`src/rtl/led_pkg.sv`:
```
// Shared constants, enums and command-word helper for the LED frame sequencer.
package led_pkg;

    localparam int WORD_W  = 16;
    localparam int N_WORDS = 25;
    localparam int FRAME_W = WORD_W * N_WORDS;

    localparam logic [15:0] INDEX_CMD = 16'h4C45;

    localparam logic [63:0] INIT_ROM [0:3] = '{
        64'hAE00_0000_0000_0001,
        64'hD5F0_1122_3344_5502,
        64'h8D14_A0C8_DA12_8103,
        64'hD9F1_DB40_A4A6_AF04
    };

    typedef enum logic [2:0] {
        ST_IDLE,
        ST_ISSUE,
        ST_WAIT_ACK,
        ST_WAIT_DONE,
        ST_GAP
    } state_t;

    typedef enum logic [1:0] {
        PH_INIT,
        PH_INDEX,
        PH_DATA
    } phase_t;

    // 64-bit word presented on init_in for a given phase; data phase reuses the index word.
    function automatic logic [63:0] cmd_word(input phase_t ph, input logic [1:0] idx);
        return (ph == PH_INIT) ? INIT_ROM[idx] : {INDEX_CMD, 48'h0};
    endfunction

endpackage

```
`src/rtl/led_frame_buffer.sv`:
```
// Host-writable 25x16 working buffer plus the snapshot register that feeds spi_master.
module led_frame_buffer
    import led_pkg::*;
(
    input  logic               clk,
    input  logic               rst_n,
    input  logic               wr_en,
    input  logic [4:0]         wr_addr,
    input  logic [WORD_W-1:0]  wr_data,
    input  logic               snap,
    output logic [FRAME_W-1:0] frame_out
);

    logic [WORD_W-1:0]  r_words [N_WORDS];
    logic [FRAME_W-1:0] r_frame;
    logic [FRAME_W-1:0] w_flat;

    // Word 0 lands in the top bits so it is shifted out first.
    always_comb begin
        w_flat = '0;
        for (int k = 0; k < N_WORDS; k++) begin
            w_flat[FRAME_W-1-WORD_W*k -: WORD_W] = r_words[k];
        end
    end

    always_ff @(posedge clk or negedge rst_n) begin
        if (!rst_n) begin
            for (int k = 0; k < N_WORDS; k++) begin
                r_words[k] <= '0;
            end
        end else if (wr_en && (wr_addr < 5'(N_WORDS))) begin
            r_words[wr_addr] <= wr_data;
        end
    end

    // Snapshot samples the pre-write contents, so a same-edge write misses it.
    always_ff @(posedge clk or negedge rst_n) begin
        if (!rst_n) begin
            r_frame <= '0;
        end else if (snap) begin
            r_frame <= w_flat;
        end
    end

    assign frame_out = r_frame;

endmodule

```
`src/rtl/led_frame_sequencer.sv`:
```
// LED frame sequencer: buffers a 400-bit frame and drives spi_master through
// init, index and data transactions using the start/done handshake.
module led_frame_sequencer
    import led_pkg::*;
#(
    parameter int N_INIT     = 2,
    parameter int GAP_CYCLES = 16,
    parameter int ACK_TO     = 8,
    parameter int DONE_TO    = 2048
) (
    input  logic               clk,
    input  logic               rst_n,
    input  logic               wr_en,
    input  logic [4:0]         wr_addr,
    input  logic [15:0]        wr_data,
    input  logic               refresh,
    input  logic               reinit,
    output logic               busy,
    output logic               frame_done,
    output logic               err,
    output logic               spi_start,
    output logic               spi_index,
    output logic               spi_data,
    output logic [63:0]        spi_init_in,
    output logic [FRAME_W-1:0] spi_data_in,
    input  logic               spi_done
);

    localparam int T_MAX   = (DONE_TO > ACK_TO) ? DONE_TO : ACK_TO;
    localparam int CNT_MAX = (T_MAX > GAP_CYCLES) ? T_MAX : GAP_CYCLES;
    localparam int CNT_W   = $clog2(CNT_MAX + 1);
    localparam logic [1:0] IDX_LAST = 2'(N_INIT - 1);

    state_t             r_state;
    phase_t             r_phase;
    logic [1:0]         r_init_idx;
    logic [CNT_W-1:0]   r_cnt;
    logic               r_init_pend;
    logic               r_reinit_seen;
    logic               r_req_pend;
    logic               r_busy;
    logic               r_frame_done;
    logic               r_err;
    logic               r_start;
    logic               r_index;
    logic               r_data;
    logic [63:0]        r_init_in;

    logic               w_accept;
    logic               w_last_init;
    phase_t             w_nxt_phase;
    logic [1:0]         w_nxt_idx;
    logic [FRAME_W-1:0] w_frame;

    assign w_accept    = (r_state == ST_IDLE) && (refresh || r_req_pend);
    assign w_last_init = (r_phase == PH_INIT) && (r_init_idx == IDX_LAST);

    led_frame_buffer u_buf (
        .clk       (clk),
        .rst_n     (rst_n),
        .wr_en     (wr_en),
        .wr_addr   (wr_addr),
        .wr_data   (wr_data),
        .snap      (w_accept),
        .frame_out (w_frame)
    );

    // Phase to load next: first phase of a frame from IDLE, otherwise the successor.
    always_comb begin
        w_nxt_phase = r_phase;
        w_nxt_idx   = r_init_idx;
        if (r_state == ST_IDLE) begin
            w_nxt_phase = r_init_pend ? PH_INIT : PH_INDEX;
            w_nxt_idx   = '0;
        end else begin
            case (r_phase)
                PH_INIT: begin
                    if (r_init_idx == IDX_LAST) begin
                        w_nxt_phase = PH_INDEX;
                    end else begin
                        w_nxt_idx = r_init_idx + 2'd1;
                    end
                end
                PH_INDEX: w_nxt_phase = PH_DATA;
                default:  w_nxt_phase = r_phase;
            endcase
        end
    end

    always_ff @(posedge clk or negedge rst_n) begin
        if (!rst_n) begin
            r_state       <= ST_IDLE;
            r_phase       <= PH_INIT;
            r_init_idx    <= '0;
            r_cnt         <= '0;
            r_init_pend   <= 1'b1;
            r_reinit_seen <= 1'b0;
            r_req_pend    <= 1'b0;
            r_busy        <= 1'b0;
            r_frame_done  <= 1'b0;
            r_err         <= 1'b0;
            r_start       <= 1'b0;
            r_index       <= 1'b0;
            r_data        <= 1'b0;
            r_init_in     <= '0;
        end else begin
            r_frame_done <= 1'b0;
            if (refresh && (r_state != ST_IDLE)) begin
                r_req_pend <= 1'b1;
            end

            case (r_state)
                ST_IDLE: begin
                    if (w_accept) begin
                        r_req_pend    <= 1'b0;
                        r_reinit_seen <= 1'b0;
                        r_busy        <= 1'b1;
                        r_err         <= 1'b0;
                        r_phase       <= w_nxt_phase;
                        r_init_idx    <= w_nxt_idx;
                        r_index       <= (w_nxt_phase == PH_INDEX);
                        r_data        <= (w_nxt_phase == PH_DATA);
                        r_init_in     <= cmd_word(w_nxt_phase, w_nxt_idx);
                        r_state       <= ST_ISSUE;
                    end
                end

                ST_ISSUE: begin
                    r_start <= 1'b1;
                    r_cnt   <= '0;
                    r_state <= ST_WAIT_ACK;
                end

                ST_WAIT_ACK: begin
                    if (!spi_done) begin
                        r_start <= 1'b0;
                        r_cnt   <= '0;
                        r_state <= ST_WAIT_DONE;
                    end else if (r_cnt == CNT_W'(ACK_TO - 1)) begin
                        r_start <= 1'b0;
                        r_index <= 1'b0;
                        r_data  <= 1'b0;
                        r_busy  <= 1'b0;
                        r_err   <= 1'b1;
                        r_state <= ST_IDLE;
                    end else begin
                        r_cnt <= r_cnt + 1'b1;
                    end
                end

                ST_WAIT_DONE: begin
                    if (spi_done) begin
                        // A reinit seen during this frame keeps the next frame's init sequence.
                        if (w_last_init && !r_reinit_seen) begin
                            r_init_pend <= 1'b0;
                        end
                        r_cnt   <= '0;
                        r_state <= ST_GAP;
                    end else if (r_cnt == CNT_W'(DONE_TO - 1)) begin
                        r_index <= 1'b0;
                        r_data  <= 1'b0;
                        r_busy  <= 1'b0;
                        r_err   <= 1'b1;
                        r_state <= ST_IDLE;
                    end else begin
                        r_cnt <= r_cnt + 1'b1;
                    end
                end

                ST_GAP: begin
                    if (r_cnt == CNT_W'(GAP_CYCLES - 1)) begin
                        if (r_phase == PH_DATA) begin
                            r_frame_done <= 1'b1;
                            r_busy       <= 1'b0;
                            r_index      <= 1'b0;
                            r_data       <= 1'b0;
                            r_state      <= ST_IDLE;
                        end else begin
                            r_phase    <= w_nxt_phase;
                            r_init_idx <= w_nxt_idx;
                            r_index    <= (w_nxt_phase == PH_INDEX);
                            r_data     <= (w_nxt_phase == PH_DATA);
                            r_init_in  <= cmd_word(w_nxt_phase, w_nxt_idx);
                            r_state    <= ST_ISSUE;
                        end
                    end else begin
                        r_cnt <= r_cnt + 1'b1;
                    end
                end

                default: r_state <= ST_IDLE;
            endcase

            if (reinit) begin
                r_init_pend   <= 1'b1;
                r_reinit_seen <= 1'b1;
            end
        end
    end

    assign busy        = r_busy;
    assign frame_done  = r_frame_done;
    assign err         = r_err;
    assign spi_start   = r_start;
    assign spi_index   = r_index;
    assign spi_data    = r_data;
    assign spi_init_in = r_init_in;
    assign spi_data_in = w_frame;

endmodule

```
`config.mk`:
```
export PLATFORM = sky130hd
export DESIGN_NAME = led_frame_sequencer
export DESIGN_NICKNAME = d
export VERILOG_FILES = /design/src/rtl/led_pkg.sv /design/src/rtl/led_frame_buffer.sv /design/src/rtl/led_frame_sequencer.sv
export SDC_FILE = /design/constraint.sdc
export NUM_CORES = 1
export LEC_CHECK = 0
export CELL_PAD_IN_SITES_DETAIL_PLACEMENT = 2
export CELL_PAD_IN_SITES_GLOBAL_PLACEMENT = 2
export CORE_UTILIZATION = 30
export CTS_CLUSTER_DIAMETER = 60
export DETAILED_ROUTE_END_ITERATION = 8
export PLACE_DENSITY = 0.73
export SYNTH_ARGS = -nofsm -noshare
export SYNTH_HDL_FRONTEND = slang
export SYNTH_SLANG_ARGS = --single-unit
```
`constraint.sdc`:
```
create_clock -name clk -period 3 [get_ports clk]
set_clock_uncertainty 0.15 [all_clocks]
set_input_delay 0.6 -clock clk [delete_from_list [all_inputs] [get_ports clk]]
set_output_delay 0.6 -clock clk [all_outputs]
set_load 0.005 [all_outputs]
```
==> summary.txt, run 1 <==
Outcome
  – Outcome: complete, no violations

Clocking
  – TritonCTS clock tree: built
  – Post-cts sizing count: 0
  – Clk_lat worst skew: approximately 660 ps
  – Max Root-Sink Buffers: 3
  – Root Buffer: clkbuf_16
  – Setup bufs post-CTS: 0
  – Worst-path clk slew: approximately 60 ps
  – CTS Sinks: ~840
  – Cts bufs inserted: a little over 100
  – Htree depth: 3

Timing
  – # setup viols final: 0
  – Fin. Hold Viols: 0
  – Slew Limit Fails: 0
  – Fmax: roughly 370 MHz
  – RSZ-0062 raised after global routing: false
  – Final setup TNS: 0 ps
  – Final cycle utilization of the critical path: 90.5%
  – Fin Hold WS: approximately 130 ps
  – Slew margin rel.: between 40 and 50%
  – Min cycle time layout: roughly 2700 ps
  – Worst slew pin tran: between 700 and 800 ps

Pwr
  – Pwr per Cell Area: around 1000 mW/mm²
  – IR drop worst, VDD: around 0.00046 V
  – P_leak: 21.3 nW

Logic synthesis
  – Post-synth top area share: ~65%
  – Ys Warns: 0
  – XOR/XNOR Fraction of Synth Area: less than 1%
  – Post-Syn Area: approximately 0.033 mm²
  – Mean Syn Cell Area: ~11 µm²
  – Largest family of logic cells by synthesized area: simple AND/OR/NAND/NOR gates
  – Ranking of synthesized cells by area: dfrtp_1 (65%), nand2_1 (14%), mux2_2 (14%), clkbuf_1 (1.8%), buf_4 (1.1%)
  – Cell variety after synth: 52
  – Post-synthesis mux area share: between 10% and 20%
  – Post-synth ARST share: between 90% and 100%
  – Sequential fraction of the synthesis area: about two thirds
  – Top cells by count, synth: nand2_1 (1248), dfrtp_1 (842), mux2_2 (400), clkbuf_1 (160), buf_4 (49)
  – Yosys top cell by area: dfrtp_1
  – Yosys reg bits: between 800 and 900
  – Synth Area in Compound Gates: 1.68%
  – Number of enable flip-flop cells after synthesis: 0
  – Adder-Cell Fraction of Synth Area: 0.231%
  – Post-synthesis simple-gate area fraction: ~16%
  – Most frequent cell after synthesis: nand2_1
  – Most used DFF post-synth: dfrtp_1
  – Post-Syn Instances: slightly below 3000

Worst setup path
  – Crit path largest cell delay: 590 ps
  – Worst Path Max Fanout: 6
  – CP most frequent cell: or4_4
  – CP Cell Sequence: or4_4, or4_4, and3_4, or3_4, mux2_4
  – WP buf/inv: 0
  – CP Capture Type: register
  – Critical path required time: 3400 ps
  – Largest delay share family, worst path: simple AND/OR/NAND/NOR gates
  – Crit path kind: register to register
  – Critical path arrival: ~3100 ps
  – Startpoint types: register
  – Slowest CP cell: or4_4

Die
  – Die ar.: 0.110 mm²
  – Ports: 497
  – Core area: 0.107 mm²
  – Die X: between 300 and 400 µm
  – Die Ht: 331 µm
  – FP Rows: 120
  – Initial Utilization: 30.3%

Layout
  – Fillers: 11100
  – Final std cells w/o fill: between 4000 and 5000
  – Layout cells sized above 1: a little over a fifth
  – Final Core Density: approximately two fifths
  – Fin nets: about 3400
  – Area growth from synthesis to layout: 33.3%

Routing
  – Remaining antenna violation count: 0
  – Vias per cell: about 4.8
  – DR DRC count: 0
  – Starting DRT DRC Count: 1115
  – Avg WL per Cell: 23.4 µm
  – Via count: approximately 23000
  – Drt first pass iters: 5
  – Drt total wl: 114000 µm

Flow run
  – Max_cap viols: 0

GRT
  – GR Overflow Total: 0
  – Largest net degree at the start of global routing: slightly below 80
  – Initial antenna violation count: 18
  – Vias in the first global route: 26400
  – Global Route Usage Sum: 20.9%
  – First-pass GRT wire length: 171000 µm

Placed design
  – Number of port buffers: around 480
  – GP Congestion: roughly 0.76
  – Post-DP HPWL: 77200 µm
  – Cells after DPL: ~4700

Hold path
  – Class of the worst hold path: input pin to register
metrics by stage:
stage	area (µm²)	power (W)	setup slack, ps
6_report	43300	0.0453	285
2_1_floorplan	32600	0.0228	410
3_5_place_dp	39700	0.0325	-91.6
4_1_cts	43300	0.0461	285
5_1_grt	43300	0.0480	246
3_3_place_gp	39700	0.0319	-56.5
cells in the final DEF (no fill, tap or decap), types with 4 or more instances in the layout:
| cell | instances |
|---|---|
| buf_12 | 51 |
| o41ai_1 | 5 |
| a21oi_1 | 8 |
| clkbuf_16 | 105 |
| conb_1 | 13 |
| nand3b_1 | 4 |
| nor3_1 | 5 |
| nand2_1 | 1248 |
| buf_4 | 74 |
| a22o_1 | 5 |
| bufinv_16 | 16 |
| clkbuf_8 | 18 |
| o31ai_1 | 17 |
| clkinv_2 | 16 |
| ha_1 | 6 |
| clkdlybuf4s50_1 | 466 |
| or3_1 | 5 |
| clkbuf_1 | 14 |
| inv_1 | 5 |
| clkinv_4 | 4 |
| nand3_1 | 13 |
| nand2b_1 | 9 |
| nor2b_1 | 7 |
| buf_2 | 16 |
| nor2_2 | 4 |
| dfrtp_1 | 842 |
| o21ai_0 | 16 |
| nor2_1 | 33 |
| mux2_2 | 400 |
| nand4_1 | 6 |
cell type report:
type | count | area, µm² | area share (%)
Sequential cell | 843 | 21100 | 48.7
Clock buffer | 137 | 2930 | 6.76
Clock inverter | 43 | 659 | 1.52
Timing Repair Buffer | 609 | 6350 | 14.6
Multi-Input combinational cell | 1852 | 10500 | 24.3
Antenna cell | 3 | 7.51 | 0.0173
Tap cell | 1403 | 1760 | 4.05
Inverter | 5 | 18.8 | 0.0433
sequential cells by signal, indices dropped and copies added (netlist names):
signal           cells
spi_start            1
u_buf.r_words      400
r_init_idx           2
frame_done           1
r_cnt               12
r_reinit_seen        1
spi_index            1
spi_init_in         15
r_init_pend          1
u_buf.frame_out    400
err                  1
busy                 1
r_state              3
spi_data             1
r_req_pend           1
r_phase              2
worst paths after layout:
path                                         from                   end  slack (ps)  cells past startpoint
worst max-delay path                     r_cnt[6]              spi_data         290                      5
worst min-delay path                   wr_data[6]      u_buf.r_words[6]         130                      2
worst max register to register           r_cnt[6]              spi_data         290                      5
worst min register to register  u_buf.r_words[98]   u_buf.frame_out[98]         300                      2
max in group asynchronous                   rst_n  u_buf.frame_out[194]        1320                      4
min in group asynchronous                   rst_n  u_buf.frame_out[397]         310                      2
report_power, final:
part	total [W]	switching, W	internal (W)
combinational	0.0142	0.00682	0.00741
clock	0.0132	0.00499	0.00820
sequential	0.0179	0.00289	0.0150
total	0.0453	0.0147	0.0306
repair_timing:
item	4_1_cts	5_1_grt
hold buffers	1	0
setup endpoints to repair	0	0
endpoints found under the hold margin	24	0
kinds of logic (layout without fill, tap and decap cells):
| logic type | after synthesis | count (layout) |
|---|---|---|
| xor+xnor | 1 | 1 |
| simple gates | 1355 | 1355 |
| other cells | 1 | 16 |
| mux | 401 | 401 |
| fa+ha+maj | 6 | 6 |
| flops | 843 | 843 |
| compound gates | 76 | 76 |
| buf+inv | 216 | 794 |
layer usage:
layer / global-route usage (%) / vias to the layer above / share of wire (%)
met4: 6.24 / 10 / 2.4
met5: 0 / - / 0.063
li1: - / 10300 / -
met2: 36.3 / 504 / 51
met3: 3.18 / 142 / 4.0
met1: 26.9 / 12400 / 43
Note: power is estimated with default switching activity, not from simulation.
==> run 2: changes to the inputs <==
Settings changed: GPL_TIMING_DRIVEN set to 0.
==> summary.txt, run 2 (synthesis gave the netlist of run 1 again) <==
Outcome
  – Outcome: complete, but fails checks (was complete, no violations)
  – Failing checks: negative setup slack

Die
  – Core area: 0.107 mm² (unchanged)
  – Die ar.: 0.110 mm² (unchanged)
  – Die X: 331 µm (unchanged)
  – Ports: 497 (unchanged)
  – Initial Utilization: 30.3% (unchanged)
  – Die Ht: 331 µm (unchanged)
  – FP Rows: 120 (unchanged)

Worst setup path
  – CP Cell Sequence: clkdlybuf4s50_1, clkbuf_1, nand2_1, nor2_1, clkbuf_1, mux2_2 (was or4_4, or4_4, and3_4, or3_4, mux2_4)
  – Worst Path Max Fanout: 10 (was 6)
  – FF-to-FF End: r_cnt[2] (was spi_data)
  – Reg2Reg Setup Slack: 130 ps (was 290 ps)
  – Launch point of the worst reg-to-reg path: r_cnt[9] (was r_cnt[6])
  – CP Capture Type: register (unchanged)
  – WP buf/inv: 3 (was 0)
  – Crit path largest cell delay: 790 ps (was 590 ps)
  – Critical path arrival: 3490 ps (was 3120 ps)
  – Worst r2r path cells: 7 (was 5)
  – Largest delay share family, worst path: buffers and inverters (was simple AND/OR/NAND/NOR gates)
  – Critical path required time: 3410 ps (was 3400 ps)
  – Startpoint types: input pin (was register)
  – Slowest CP cell: nor2_1 (was or4_4)
  – Crit path kind: input pin to register (was register to register)
  – CP most frequent cell: clkbuf_1 (was or4_4)
  – Crit path from: wr_addr[2] (was r_cnt[6])

Hold path
  – Hold Path End: u_buf.frame_out[94] (was u_buf.r_words[6])
  – HP Start: u_buf.r_words[94] (was wr_data[6])
  – Hold depth: 2 (unchanged)
  – Class of the worst hold path: register to register (was input pin to register)

Layout
  – Fillers: 11100 (about the same)
  – Commonest cells after routing, fill and taps aside: nand2_1 (1248), dfrtp_1 (842), clkdlybuf4s50_1 (481) (was nand2_1 (1248), dfrtp_1 (842), clkdlybuf4s50_1 (466))
  – Commonest non-fill, non-tap cell in the layout: nand2_1 (unchanged)
  – Layout cells sized above 1: 19.7% (was 20.9%)
  – Fin nets: 3541 (was 3446)
  – Area growth from synthesis to layout: 32.5% (was 33.3%)

Timing
  – Fmax: 325 MHz (was 368 MHz)
  – Min cycle time layout: 3080 ps (was 2710 ps)
  – Worst slew pin tran: 1370 ps (was 790 ps)
  – RSZ-0062 raised after global routing: true (was false)
  – Final cycle utilization of the critical path: 103% (was 90.5%)
  – Slew Limit Fails: 0 (unchanged)
  – Final setup TNS: -1310 ps (was 0 ps)
  – Fin Hold WS: 299 ps (was 128 ps)
  – Slew margin rel.: 9.00% (was 47.4%)
  – # setup viols final: 30 (was 0)
  – Fin. Hold Viols: 0 (unchanged)
  – Final worst slack: -81.5 ps (was 285 ps)

Routing
  – Remaining antenna violation count: 0 (unchanged)
  – Avg WL per Cell: 23.6 µm (was 23.4 µm)
  – Vias per cell: 4.76 (was 4.78)
  – Starting DRT DRC Count: 1241 (was 1115)
  – Drt first pass iters: 4 (was 5)
  – Via count: 23800 (was 23400)
  – Drt total wl: 118000 µm (was 114000 µm)
  – DR DRC count: 0 (unchanged)

Clocking
  – Cts bufs inserted: 101 (was 102)
  – Htree depth: 3 (unchanged)
  – CTS Sinks: 843 (unchanged)
  – Worst-path clk slew: 60 ps (about the same)
  – Max Root-Sink Buffers: 3 (unchanged)
  – TritonCTS clock tree: built (unchanged)
  – Clk_lat worst skew: 680 ps (was 660 ps)
  – Root Buffer: clkbuf_16 (unchanged)

Placed design
  – Setup WS pre-CTS: -883 ps (was -91.6 ps)
  – Post-DP HPWL: 81500 µm (was 77200 µm)
  – GP Congestion: 0.777 (was 0.757)
  – Number of port buffers: 482 (was 483)

Pwr
  – Overall Power: 0.0454 W (was 0.0453 W)
  – P_leak: 21.1 nW (was 21.3 nW)
  – Pwr per Cell Area: 1050 mW/mm² (about the same)
  – IR drop worst, VDD: 0.000443 V (was 0.000462 V)

GRT
  – GR Overflow Total: 0 (unchanged)
  – Global Route Usage Sum: 21.5% (was 20.9%)
  – Initial antenna violation count: 19 (was 18)
  – First-pass GRT wire length: 175000 µm (was 171000 µm)
  – Vias in the first global route: 26600 (was 26400)
  – Largest net degree at the start of global routing: 118 (was 78)

Flow run
  – Max_cap viols: 0 (unchanged)
-- run 2: layout make-up --
type	count	area [µm²]	share of cell area, %
repair buffers	494	5090	11.8
flip-flops and latches	843	21100	49.0
clock buffers	141	2990	6.94
well taps	1403	1760	4.07
clock inverters	47	558	1.30
inverters	5	18.8	0.0436
multi-input cells	1852	10500	24.4
diodes	1	2.50	0.00581
plain buffers	211	1040	2.42
-- run 2: layer usage --
| layer | up-vias | track usage (%) | share of wire (%) |
|---|---|---|---|
| met3 | 161 | 4.21 | 4.9 |
| met1 | 12600 | 27.2 | 42 |
| met5 | - | 0 | 0.074 |
| met4 | 12 | 6.97 | 2.7 |
| li1 | 10500 | - | - |
| met2 | 519 | 36.9 | 50 |
-- run 2: report_power, final --
| group | internal (W) | switching (W) |
|---|---|---|
| combinational | 0.00731 | 0.00746 |
| clock | 0.00770 | 0.00520 |
| sequential | 0.0150 | 0.00276 |
| total | 0.0300 | 0.0154 |
-- run 2: stage by stage --
step	std cells	util [%]	cell area, µm²
2_1_floorplan	2911	-	32600
3_3_place_gp	4796	36.5	39100
3_5_place_dp	4807	36.8	39400
4_1_cts	4996	40.1	43000
5_1_grt	4996	40.2	43100
6_report	4997	40.2	43100
-- run 2: timing repair --
action,CTS,global route
hold endpoints to repair,59,0
resized for setup,26,58
endpoints found under the setup margin,453,224
hold buffers,1,0
setup buffers,0,0
-- run 2: worst register-to-register path, stage by stage (launching register included) --
cell	delay [ps]
dfrtp_1	450
or4_1	670
or2_2	320
clkbuf_1	210
a2111oi_4	390
or3_1	180
buf_2	230
o21ai_0	130
-- run 2: how the worst max path moves through the flow --
stage,to,slack [ps],depth (start not counted)
final,u_buf.r_words[61],-80,6
after global routing,u_buf.r_words[57],-190,6
after CTS,u_buf.r_words[122],-50,6
after detailed placement,u_buf.frame_out[318],-880,6
after global placement,u_buf.frame_out[140],-39390,1
after floorplan,spi_data,410,5
==> run 3: changes to the inputs <==
Settings changed: CORE_UTILIZATION 30 to 35, PLACE_DENSITY 0.73 to 0.83.
==> summary.txt, run 3 (synthesis gave the netlist of run 1 again) <==
Worst setup path
  – Crit path kind: input pin to register (unchanged)
  – Worst r2r path cells: 8 (was 7)
  – Critical path arrival: 3370 ps (was 3490 ps)
  – Reg2Reg Setup Slack: 150 ps (was 130 ps)
  – Worst Path Max Fanout: 10 (unchanged)
  – Startpoint types: input pin (unchanged)
  – CP Capture Type: register (unchanged)
  – Critical path required time: 3390 ps (was 3410 ps)

Pwr
  – Sequential share of power: 39.9% (was 39.1%)
  – Pwr per Cell Area: 1050 mW/mm² (about the same)
  – Clock power frac: 26.6% (was 28.4%)
  – Cell Int Power: 0.0293 W (was 0.0300 W)
  – Comb pwr share: 33.5% (was 32.5%)
  – Sw Share: 34.7% (was 33.9%)
  – Overall Power: 0.0449 W (was 0.0454 W)
  – P_leak: 21.0 nW (was 21.1 nW)
  – IR drop worst, VDD: 0.000445 V (was 0.000443 V)
  – Net switching power: 0.0156 W (was 0.0154 W)

Layout
  – Commonest cells after routing, fill and taps aside: nand2_1 (1248), dfrtp_1 (842), clkdlybuf4s50_1 (481) (unchanged)
  – Area growth from synthesis to layout: 31.0% (was 32.5%)
  – Fillers: 9315 (was 11100)
  – Final instance area: 0.0426 mm² (was 0.0431 mm²)
  – Layout cells sized above 1: 19.5% (was 19.7%)
  – Commonest non-fill, non-tap cell in the layout: nand2_1 (unchanged)
  – Fin nets: 3535 (was 3541)

Routing
  – DR DRC count: 0 (unchanged)
  – Via count: 24000 (was 23800)
  – Avg WL per Cell: 25.0 µm (was 23.6 µm)
  – Remaining antenna violation count: 0 (unchanged)
  – Starting DRT DRC Count: 1251 (was 1241)
  – DR WL met3: 5320 µm (was 5820 µm)
  – Met1 WL: 49700 µm (was 49800 µm)
  – Met2 WL post-DR: 61200 µm (was 58900 µm)
  – Drt total wl: 121000 µm (was 118000 µm)
  – Drt first pass iters: 5 (was 4)
  – Vias per cell: 4.98 (was 4.76)
  – Max Used Layer: met5 (unchanged)

Timing
  – RSZ-0062 raised after global routing: true (unchanged)
  – Min cycle time layout: 2980 ps (was 3080 ps)
  – Slew Limit Fails: 0 (unchanged)
  – Fin Hold WS: 300 ps (was 299 ps)
  – Fmax: 335 MHz (was 325 MHz)
  – Final cycle utilization of the critical path: 99.4% (was 103%)
  – Worst slew pin tran: 1310 ps (was 1370 ps)
  – Final worst slack: 16.8 ps (was -81.5 ps)
  – Slew margin rel.: 12.7% (was 9.00%)
  – Fin. Hold Viols: 0 (unchanged)
  – # setup viols final: 0 (was 30)

Placed design
  – GP Congestion: 0.788 (was 0.777)
  – Number of port buffers: 482 (unchanged)
  – Post-DP HPWL: 82500 µm (was 81500 µm)
  – Setup WS pre-CTS: -996 ps (was -883 ps)
  – Cell Area, Placed: 0.0392 mm² (was 0.0394 mm²)

Clocking
  – Root Buffer: clkbuf_16 (unchanged)
  – CTS Sinks: 843 (unchanged)
  – Htree depth: 3 (unchanged)
  – Clk_lat worst skew: 660 ps (was 680 ps)
  – Cts bufs inserted: 96 (was 101)
  – Max Root-Sink Buffers: 3 (unchanged)
  – Worst-path clk slew: 60 ps (about the same)
  – TritonCTS clock tree: built (unchanged)

Die
  – Die ar.: 0.0941 mm² (was 0.110 mm²)
  – Core area: 0.0918 mm² (was 0.107 mm²)
  – FP Rows: 111 (was 120)
  – Initial Utilization: 35.4% (was 30.3%)
  – Ports: 497 (unchanged)
  – Die Ht: 307 µm (was 331 µm)
  – Die X: 307 µm (was 331 µm)

Hold path
  – Hold depth: 2 (unchanged)
  – Class of the worst hold path: register to register (unchanged)

GRT
  – Largest net degree at the start of global routing: 121 (was 118)
  – First-pass GRT wire length: 180000 µm (was 175000 µm)
  – GR Overflow Total: 0 (unchanged)
  – Global Route Usage Sum: 25.7% (was 21.5%)
  – Initial antenna violation count: 16 (was 19)
  – Vias in the first global route: 27400 (was 26600)

Flow run
  – Max_cap viols: 0 (unchanged)

Outcome
  – Outcome: complete, no violations (was complete, but fails checks)
==> run 3: cell count changes in the layout (fill, tap and decap cells not counted), moves of 3 or more <==
cell,change
clkbuf_2,+11
clkbuf_8,-7
diode_2,+5
bufinv_16,-4
clkinv_4,-4
clkbuf_16,-3
clkinv_2,-3
clkinv_8,-3
==> run 3: final timing paths <==
check | start | to
worst max-delay path | wr_addr[2] | u_buf.r_words[25]
worst min-delay path | u_buf.r_words[72] | u_buf.frame_out[72]
worst max register to register | r_state[2] | u_buf.frame_out[241]
worst min register to register | u_buf.r_words[72] | u_buf.frame_out[72]
max in group asynchronous | rst_n | u_buf.frame_out[233]
min in group asynchronous | rst_n | u_buf.frame_out[395]
==> run 3: cell type report <==
| cell class | count | area [µm²] | share of cell area (%) |
|---|---|---|---|
| sequential | 843 | 21100 | 49.5 |
| tap | 1243 | 1560 | 3.65 |
| timing repair buffer | 494 | 5080 | 11.9 |
| antenna | 6 | 15.0 | 0.0353 |
| buffer | 210 | 1050 | 2.47 |
| inverter | 5 | 18.8 | 0.0441 |
| clock buffer | 141 | 2860 | 6.70 |
| multi-input combinational | 1852 | 10600 | 24.8 |
| clock inverter | 33 | 349 | 0.820 |
==> run 3: critical path: stages <==
cell             delay (ps)
clkdlybuf4s50_1         600
clkbuf_1                520
nand2_1                 230
nor2_2                  440
clkbuf_1                550
mux2_2                  420
==> run 3: metrics by stage <==
step | utilization [%] | std cells | TNS (ps)
after global placement | 42.4 | 4636 | -
after CTS | 46.3 | 4820 | -11.3
final | 46.4 | 4827 | 0
after global routing | 46.4 | 4821 | -1330
after detailed placement | 42.7 | 4645 | -389130
after floorplan | - | 2911 | 0
==> run 3: power groups by stage <==
stage,Clock [W],Combinational [W],Sequential [W]
2_1_floorplan,0,0.00573,0.0171
3_3_place_gp,0,0.0140,0.0179
3_5_place_dp,0,0.0149,0.0180
4_1_cts,0.0122,0.0152,0.0180
5_1_grt,0.0126,0.0163,0.0183
6_report,0.0120,0.0150,0.0179
==> run 3: what timing repair did <==
action,in CTS,in global routing
resized for setup,32,77
setup buffers,0,2
pin swaps,0,2
hold buffers,1,0
setup endpoints to repair,434,464
endpoints found under the hold margin,56,0
==> run 3: routing by layer <==
metal	track usage (%)	up-vias
li1	-	10500
met1	31.9	12700
met2	44.9	594
met3	4.26	223
met4	9.37	8
met5	0	-
